--- src/rtl/dmem_pkg.sv ---
// Shared types and constants for the data-memory responder.
package dmem_pkg;

  localparam int DMEM_ADDR_W = 7;
  localparam int DMEM_DATA_W = 32;

  // CLEAR runs the post-reset zeroing sweep; READY serves the core.
  typedef enum logic {
    CLEAR = 1'b0,
    READY = 1'b1
  } dmem_state_e;

  typedef logic [DMEM_DATA_W-1:0] dmem_word_t;

endpackage

--- src/rtl/dmem_array.sv ---
// DEPTH x DATA_W word storage: one synchronous write port, one asynchronous read port.
// The contents are not reset; the owner clears them with a sweep.
module dmem_array #(
  parameter int DEPTH  = 128,
  parameter int DATA_W = 32,
  parameter int AW     = 7
) (
  input  logic              clk,
  input  logic              we_i,
  input  logic [AW-1:0]     waddr_i,
  input  logic [DATA_W-1:0] wdata_i,
  input  logic [AW-1:0]     raddr_i,
  output logic [DATA_W-1:0] rdata_o
);

  logic [DATA_W-1:0] mem_q [DEPTH];

  // Write port: one word per rising edge when enabled.
  always_ff @(posedge clk) begin
    if (we_i) mem_q[waddr_i] <= wdata_i;
  end

  // Read port is combinational, so a same-cycle write is not yet visible.
  assign rdata_o = mem_q[raddr_i];

endmodule

--- src/rtl/data_mem_responder.sv ---
// Data-memory responder for the single-cycle MIPS core data port.
// Clears the array after reset (busy=1), then serves reads/writes.
// Optional access counters enabled by defining DMEM_ACCESS_STATS_EN.
module data_mem_responder
  import dmem_pkg::*;
#(
  parameter int DEPTH        = 128,
  parameter int DATA_W       = DMEM_DATA_W,
  parameter int READ_LATENCY = 0
) (
  input  logic                   clk,
  input  logic                   rst_n,
  input  logic                   CEN,
  input  logic                   WEN,
  input  logic                   OEN,
  input  logic [DMEM_ADDR_W-1:0] A,
  input  logic [DATA_W-1:0]      Data2Mem,
  output logic [DATA_W-1:0]      ReadDataMem,
  output logic                   busy,
  output logic                   access_err
`ifdef DMEM_ACCESS_STATS_EN
  ,
  output logic [15:0]            rd_count,
  output logic [15:0]            wr_count
`endif
);

  localparam int AW = (DEPTH > 1) ? $clog2(DEPTH) : 1;

  dmem_state_e       state_q, state_d;
  logic [AW-1:0]     clr_ptr_q, clr_ptr_d;
  logic              access_err_q;
  logic [AW-1:0]     addr_idx;
  logic              ready, rd_acc, wr_acc;
  logic              mem_we;
  logic [AW-1:0]     mem_waddr;
  logic [DATA_W-1:0] mem_wdata;
  logic [DATA_W-1:0] mem_rdata;

  // Addresses beyond DEPTH wrap; for DEPTH=128 this is the identity.
  assign addr_idx = AW'(32'(A) % DEPTH);

  assign ready  = (state_q == READY);
  assign rd_acc = ready && !CEN && !OEN;
  assign wr_acc = ready && !CEN && !WEN;

  // State and sweep pointer registers.
  always_ff @(posedge clk or negedge rst_n) begin
    if (!rst_n) begin
      state_q   <= CLEAR;
      clr_ptr_q <= '0;
    end else begin
      state_q   <= state_d;
      clr_ptr_q <= clr_ptr_d;
    end
  end

  // Next state, busy flag and the write-port mux (sweep vs. core).
  always_comb begin
    state_d   = state_q;
    clr_ptr_d = clr_ptr_q;
    busy      = 1'b0;
    mem_we    = 1'b0;
    mem_waddr = addr_idx;
    mem_wdata = Data2Mem;
    case (state_q)
      CLEAR: begin
        busy      = 1'b1;
        mem_we    = 1'b1;
        mem_waddr = clr_ptr_q;
        mem_wdata = '0;
        clr_ptr_d = clr_ptr_q + AW'(1);
        if (clr_ptr_q == AW'(DEPTH - 1)) state_d = READY;
      end
      READY: begin
        mem_we = wr_acc;
      end
      default: state_d = CLEAR;
    endcase
  end

  // Flag any core access attempted during the sweep, one cycle later.
  always_ff @(posedge clk or negedge rst_n) begin
    if (!rst_n) access_err_q <= 1'b0;
    else        access_err_q <= busy && !CEN;
  end
  assign access_err = access_err_q;

  dmem_array #(
    .DEPTH (DEPTH),
    .DATA_W(DATA_W),
    .AW    (AW)
  ) u_array (
    .clk    (clk),
    .we_i   (mem_we),
    .waddr_i(mem_waddr),
    .wdata_i(mem_wdata),
    .raddr_i(addr_idx),
    .rdata_o(mem_rdata)
  );

  generate
    if (READ_LATENCY == 0) begin : g_comb_rd
      // Single-cycle core timing: data appears in the request cycle.
      assign ReadDataMem = rd_acc ? mem_rdata : '0;
    end else begin : g_reg_rd
      logic [DATA_W-1:0] rd_data_q, rd_data_d;
      // Capture on read cycles only; a same-cycle write wins (write-first).
      always_comb begin
        rd_data_d = rd_data_q;
        if (rd_acc) rd_data_d = wr_acc ? Data2Mem : mem_rdata;
      end
      // Read data register, held between reads.
      always_ff @(posedge clk or negedge rst_n) begin
        if (!rst_n) rd_data_q <= '0;
        else        rd_data_q <= rd_data_d;
      end
      assign ReadDataMem = rd_data_q;
    end
  endgenerate

`ifdef DMEM_ACCESS_STATS_EN
  logic [15:0] rd_cnt_q, wr_cnt_q;
  // Saturating counters of accepted reads and writes.
  always_ff @(posedge clk or negedge rst_n) begin
    if (!rst_n) begin
      rd_cnt_q <= '0;
      wr_cnt_q <= '0;
    end else begin
      if (rd_acc && rd_cnt_q != 16'hFFFF) rd_cnt_q <= rd_cnt_q + 16'd1;
      if (wr_acc && wr_cnt_q != 16'hFFFF) wr_cnt_q <= wr_cnt_q + 16'd1;
    end
  end
  assign rd_count = rd_cnt_q;
  assign wr_count = wr_cnt_q;
`endif

endmodule
--- config.mk ---
export PLATFORM = sky130hd
export DESIGN_NAME = data_mem_responder
export DESIGN_NICKNAME = d
export VERILOG_FILES = /design/src/rtl/dmem_pkg.sv /design/src/rtl/dmem_array.sv /design/src/rtl/data_mem_responder.sv
export SDC_FILE = /design/constraint.sdc
export NUM_CORES = 2
export LEC_CHECK = 0
export BUFFER_PORTS_ARGS = -buffer_cell sky130_fd_sc_hd__buf_2
export CAP_MARGIN = 10
export CORE_AREA = 2 2 703 705
export CTS_BUF_LIST = sky130_fd_sc_hd__clkbuf_4
export CTS_CLUSTER_DIAMETER = 60
export DETAILED_ROUTE_END_ITERATION = 10
export DIE_AREA = 0 0 705 707
export PLACE_DENSITY_LB_ADDON = 0.25
export RECOVER_POWER = 50
export SYNTH_ARGS = -nofsm -noshare
export SYNTH_HDL_FRONTEND = slang
export SYNTH_SLANG_ARGS = --single-unit
--- constraint.sdc ---
create_clock -name clk -period 6.2 [get_ports clk]
set_input_delay 1.24 -clock clk [delete_from_list [all_inputs] [get_ports clk]]
set_output_delay 1.24 -clock clk [all_outputs]
set_load 0.005 [all_outputs]
### Yosys cells after proc, flatten, opt, wreduce, memory -nomap -nowiden

Memories as Yosys holds them, arrays and structs flattened.
Cells that the tools add are included.

| cells by class | value |
|---|---|
| add/sub/neg operators | 1 |
| eq/ne operators | 1 |
| multiplexer cells | 9 |
| bitwise logic cells | 1 |
| reduce and logical (&&, ||, !) cells | 7 |

Operators by type and width:

| cell | number |
|---|---|
| $mux W32 | 2 |
| $add A7 B1 Y7 const B | 1 |
| $eq A7 B7 Y1 const B | 1 |
| $mux W7 | 1 |
| $mux W1 | 5 |
| $logic_and A1 B1 Y1 | 4 |
| $logic_not A1 Y1 | 3 |
| $pmux W1 S2 | 1 |
| $not A1 Y1 | 1 |

| storage, ports and cells | value |
|---|---|
| register bits | 9 |
| RAM bits | 4096 |
| input port bits | 44 |
| output and inout bits | 34 |
| logic and storage cells | 23 |
| memories kept | 1 |

Memories:

| memory | words | bits a word | read ports | clocked after Yosys merged registers in | write ports | line | RTL |
|---|---|---|---|---|---|---|---|
| u_array.mem_q | 128 | 32 | 1 | 0 | 1 | dmem_array.sv:16 | `logic [DATA_W-1:0] mem_q [DEPTH];` |

### Logic depth before layout (Yosys ltp)

| depth | value |
|---|---|
| depth in word-level cells | 6 |
| depth in mapped cells | 12 |
| mapped depth without buffers | 6 |

### Cells and area by module

From an unflattened synthesis, not the netlist that was laid out.

| second synthesis, totals | value |
|---|---|
| cells, all modules | 6068 |
| area, all modules | 156557.7 um2 |

By module, submodules not included:

| module | times used | cells each | area each (um2) | seq. area each (um2) |
|---|---|---|---|---|
| dmem_array | 1 | 5958 | 155635.5 | 122998.0 |
| data_mem_responder | 1 | 110 | 922.1 | 225.2 |

### Worst setup path after synthesis

OpenSTA, ideal clock, no wires.

| path | value |
|---|---|
| kind | input port to flip-flop |
| start point | input port A[1] |
| end point | memory u_array.mem_q[32][0] (enable) |
| setup time | 0.421 ns |
| arrival | 4.282 ns |
| required time | 5.779 ns |
| setup slack | 1.497 ns |
| stages on the path | 10 |
| buffers on the path | 7 |
| cell sequence | buf_2 > buf_6 > buf_4 > buf_6 > buf_4 > buf_2 > o31ai_1 > nand3_1 > buf_2 > nor2_1 |

| on the way | value |
|---|---|
| longest elaborated chain between the ends | 1 |

Ends and longest elaborated chain:

| item | line | RTL |
|---|---|---|
| from (decl) | data_mem_responder.sv:16 | `input logic [DMEM_ADDR_W-1:0] A,` |
| $mux W7 | data_mem_responder.sv:66 | `case (state_q)` |
| to (decl) | dmem_array.sv:16 |  |

Every way passes these cells.

### Worst setup path in the final report

| path | value |
|---|---|
| start point | register state_q (netlist: ready) |
| end point | output port ReadDataMem[12] |

| on the way | value |
|---|---|
| longest elaborated chain between the ends | 3 |

Ends and longest elaborated chain:

| item | line | RTL |
|---|---|---|
| from (decl) | data_mem_responder.sv:30 | `dmem_state_e state_q, state_d;` |
| from (signal assigned) | data_mem_responder.sv:53 | `state_q <= state_d;` |
| $logic_and A1 B1 Y1 (2 in series) | data_mem_responder.sv:44 | `assign rd_acc = ready && !CEN && !OEN;` |
| $mux W32 | data_mem_responder.sv:105 | `assign ReadDataMem = rd_acc ? mem_rdata : '0;` |
| to (decl) | data_mem_responder.sv:18 | `output logic [DATA_W-1:0] ReadDataMem,` |

Every way passes these cells.

==> results.json <==
{
  "die_h_um": 707,
  "cap_violations": 45,
  "detail-route-antenna-nets": 0,
  "cts_htree_levels": 7,
  "cp.required_ps": 4960,
  "cts_root_buf": "clkbuf_4",
  "hold_ws_ps": 546,
  "power.leakage_nw": 49.1,
  "nNetsFinal": 8581,
  "globalRouteTotalUtil_pct": 18.9,
  "synth_seq_cells": 4105,
  "ir_worst_vdd_uv": 185,
  "violations": "max-capacitance violations, max-slew violations",
  "avgRoutedWirePerCell_um": 30.3,
  "pin_count": 78,
  "clkTransAtPathRegs_ps": 70,
  "grt_max_degree": 129,
  "avgSynthCellArea_sq_um": 22.2,
  "clock_path_buffers": 5,
  "final_max_slew_viol_count": 2988,
  "synth_cell_types": 54,
  "nFillCells": 45100,
  "layout_min_cycle_time_ps": 6040,
  "crit_fanout": 7,
  "syn_nets": 7115,
  "globalplace.congestion": 0.854,
  "dieArea_sq_um": 498000,
  "synth_top_area_share_pct": 78.5,
  "drc": 0,
  "multiInputGateArea_sq_um": 33100,
  "synthToLayoutAreaGrowth_pct": 17.3,
  "first_iter_violations": 9427,
  "first_global_vias": 85600,
  "grt_pass1_wl_um": 657000,
  "power.total_mw": 54.3,
  "startpoint_type": "register",
  "cts_sinks": 4105,
  "grt_overflow_total": 0,
  "viasPerCell": 5.29,
  "hold_path_class": "reg -> reg",
  "drtPass1Iterations": 6,
  "synth_seq_area_share_pct": 78.7,
  "postPlaceCellArea_sq_um": 170000,
  "syn-instance-count": 7070,
  "skew_ps": 130,
  "worst_slew_pin_slew_ps": 4520,
  "numPortBuffers": 77,
  "fmax_mhz": 166,
  "postLayoutCellArea_sq_um": 184000,
  "num_rows": 258,
  "final-seq-area_sq_um": 123000,
  "cts_buffers": 1156,
  "setup_violations": 0,
  "yosysMostFrequentCell": "edfxtp_1",
  "yosys-top-cells-count": "edfxtp_1 (4,096), mux4_2 (851), mux2i_1 (300)",
  "ys_top_cells_by_area": "edfxtp_1 (79%), mux4_2 (12%), mux2i_1 (1.9%)",
  "synth_edf_count": 4096,
  "cts_tree": "done",
  "num_vias": 83100,
  "synth_ff_type": "edfxtp_1",
  "die_w_um": 705,
  "arrival_ps": 4800,
  "wl_um": 477000,
  "status": "complete, but fails checks",
  "core_area_sq_um": 492000,
  "power_density_nw_per_um2": 295,
  "dpl.hpwl_um": 282000,
  "synth_top_area_cell": "edfxtp_1",
  "max-slew-margin-rel_pct": -201,
  "tns_ps": 0,
  "drive_above_1_share_pct": 38.7,
  "fin_crit_sh_pct": 97.4,
  "ys_async_sr_fraction_pct": 0.219,
  "critPathCaptureType": "output port",
  "syn_area_sq_um": 157000,
  "hold_violations": 0,
  "synth_warnings": 0,
  "initial_core_util_pct": 31.9,
  "clock_latency_ps": 1680,
  "critPathKind": "reg -> out",
  "antenna_found_initial": 44
}
==> stage by stage <==
stage / setup slack [ps] / util [%] / cells
2_1_floorplan: 1500 / - / 7070
3_3_place_gp: -70.1 / 34.6 / 13900
3_5_place_dp: -32.3 / 34.6 / 13900
4_1_cts: -94.4 / 37.4 / 15700
5_1_grt: -6.41 / 37.4 / 15700
6_report: 160 / 37.4 / 15700
==> placed cells by master, fill, tap and decap left out, types with 38 or more instances in the layout <==
master | netlist | final
mux2i_1 | 300 | 300
a221oi_1 | 45 | 43
nor2_4 | 0 | 133
nor2_1 | 185 | 50
clkbuf_4 | 0 | 1623
o22ai_1 | 69 | 63
clkinv_1 | 0 | 143
buf_12 | 0 | 76
a221o_1 | 47 | 43
a22oi_1 | 228 | 225
nand3_1 | 63 | 51
nand2_1 | 113 | 109
nor2b_1 | 46 | 38
a21oi_1 | 128 | 121
a211oi_1 | 60 | 55
mux2_2 | 112 | 112
buf_2 | 180 | 73
a22o_1 | 59 | 58
o21ai_0 | 54 | 53
buf_4 | 26 | 506
edfxtp_1 | 4096 | 4096
mux4_2 | 851 | 851
==> cell families after synthesis <==
group | synth area share, %
compound gates | 3.50
xor+xnor | 0.0335
fa+ha+maj | 0.00798
buf+inv | 1.24
flops | 78.7
mux | 15.0
simple gates | 1.61
==> flip-flops by register name (all words and copies together), names as in the netlist <==
register / count
access_err: 1
clr_ptr_q: 7
ready: 1
u_array.mem_q: 4096
==> final cells by class <==
type                            instances  area share, %
Inverter                                5         0.0116
Multi-Input combinational cell       2554           18.0
Clock buffer                         1619           6.61
Antenna cell                           23         0.0313
Timing Repair Buffer                  714           3.31
Clock inverter                        199          0.551
Sequential cell                      4105           67.0
Tap cell                             6500           4.42
==> worst max-delay path, stage by stage (launching register included) <==
cell and delay (ps):
dfrtp_4 530, nor4bb_4 210, buf_4 160, buf_6 110
and3_4 150, buf_12 150, a22oi_2 240, nand2_2 150
a2111oi_4 980, nand3_2 210, buf_2 210
==> worst paths after layout <==
| check | slack, ps | start | depth (start not counted) | endpoint |
|---|---|---|---|---|
| worst max-delay path | 160 | ready | 10 | ReadDataMem[12] |
| worst min-delay path | 550 | clr_ptr_q[5] | 1 | clr_ptr_q[5] |
| worst max register to register | 340 | ready | 3 | u_array.mem_q[52][16] |
| worst min register to register | 550 | clr_ptr_q[5] | 1 | clr_ptr_q[5] |
| max in group asynchronous | 4640 | rst_n | 3 | ready |
| min in group asynchronous | 960 | rst_n | 3 | clr_ptr_q[2] |
==> power by group <==
part	total [mW]	leakage (nW)	internal, mW	switching (mW)
logic	1.23	12.7	0.480	0.751
registers	30.0	28.5	30.0	0.0000717
clock network	23.0	7.97	12.2	10.8
total	54.3	49.1	42.7	11.6
==> routing by layer <==
metal / global-route usage, % / wire length [um] / share of wire, %
met1: 25.5 / 200000 / 42
met2: 29.5 / 224000 / 47
met3: 4.81 / 39200 / 8.2
met4: 7.04 / 14100 / 3.0
met5: 0 / 41 / 0.0086
==> repair_timing <==
action / 4_1_cts / 5_1_grt
cloned: 0 / 0
endpoints found under the setup margin: 32 / 10
setup buffers: 19 / 0
pin swaps: 13 / 0
hold endpoints to repair: 101 / 0
hold buffers: 8 / 0
gates resized for setup: 63 / 12
Power figures use the tool's default switching activity.
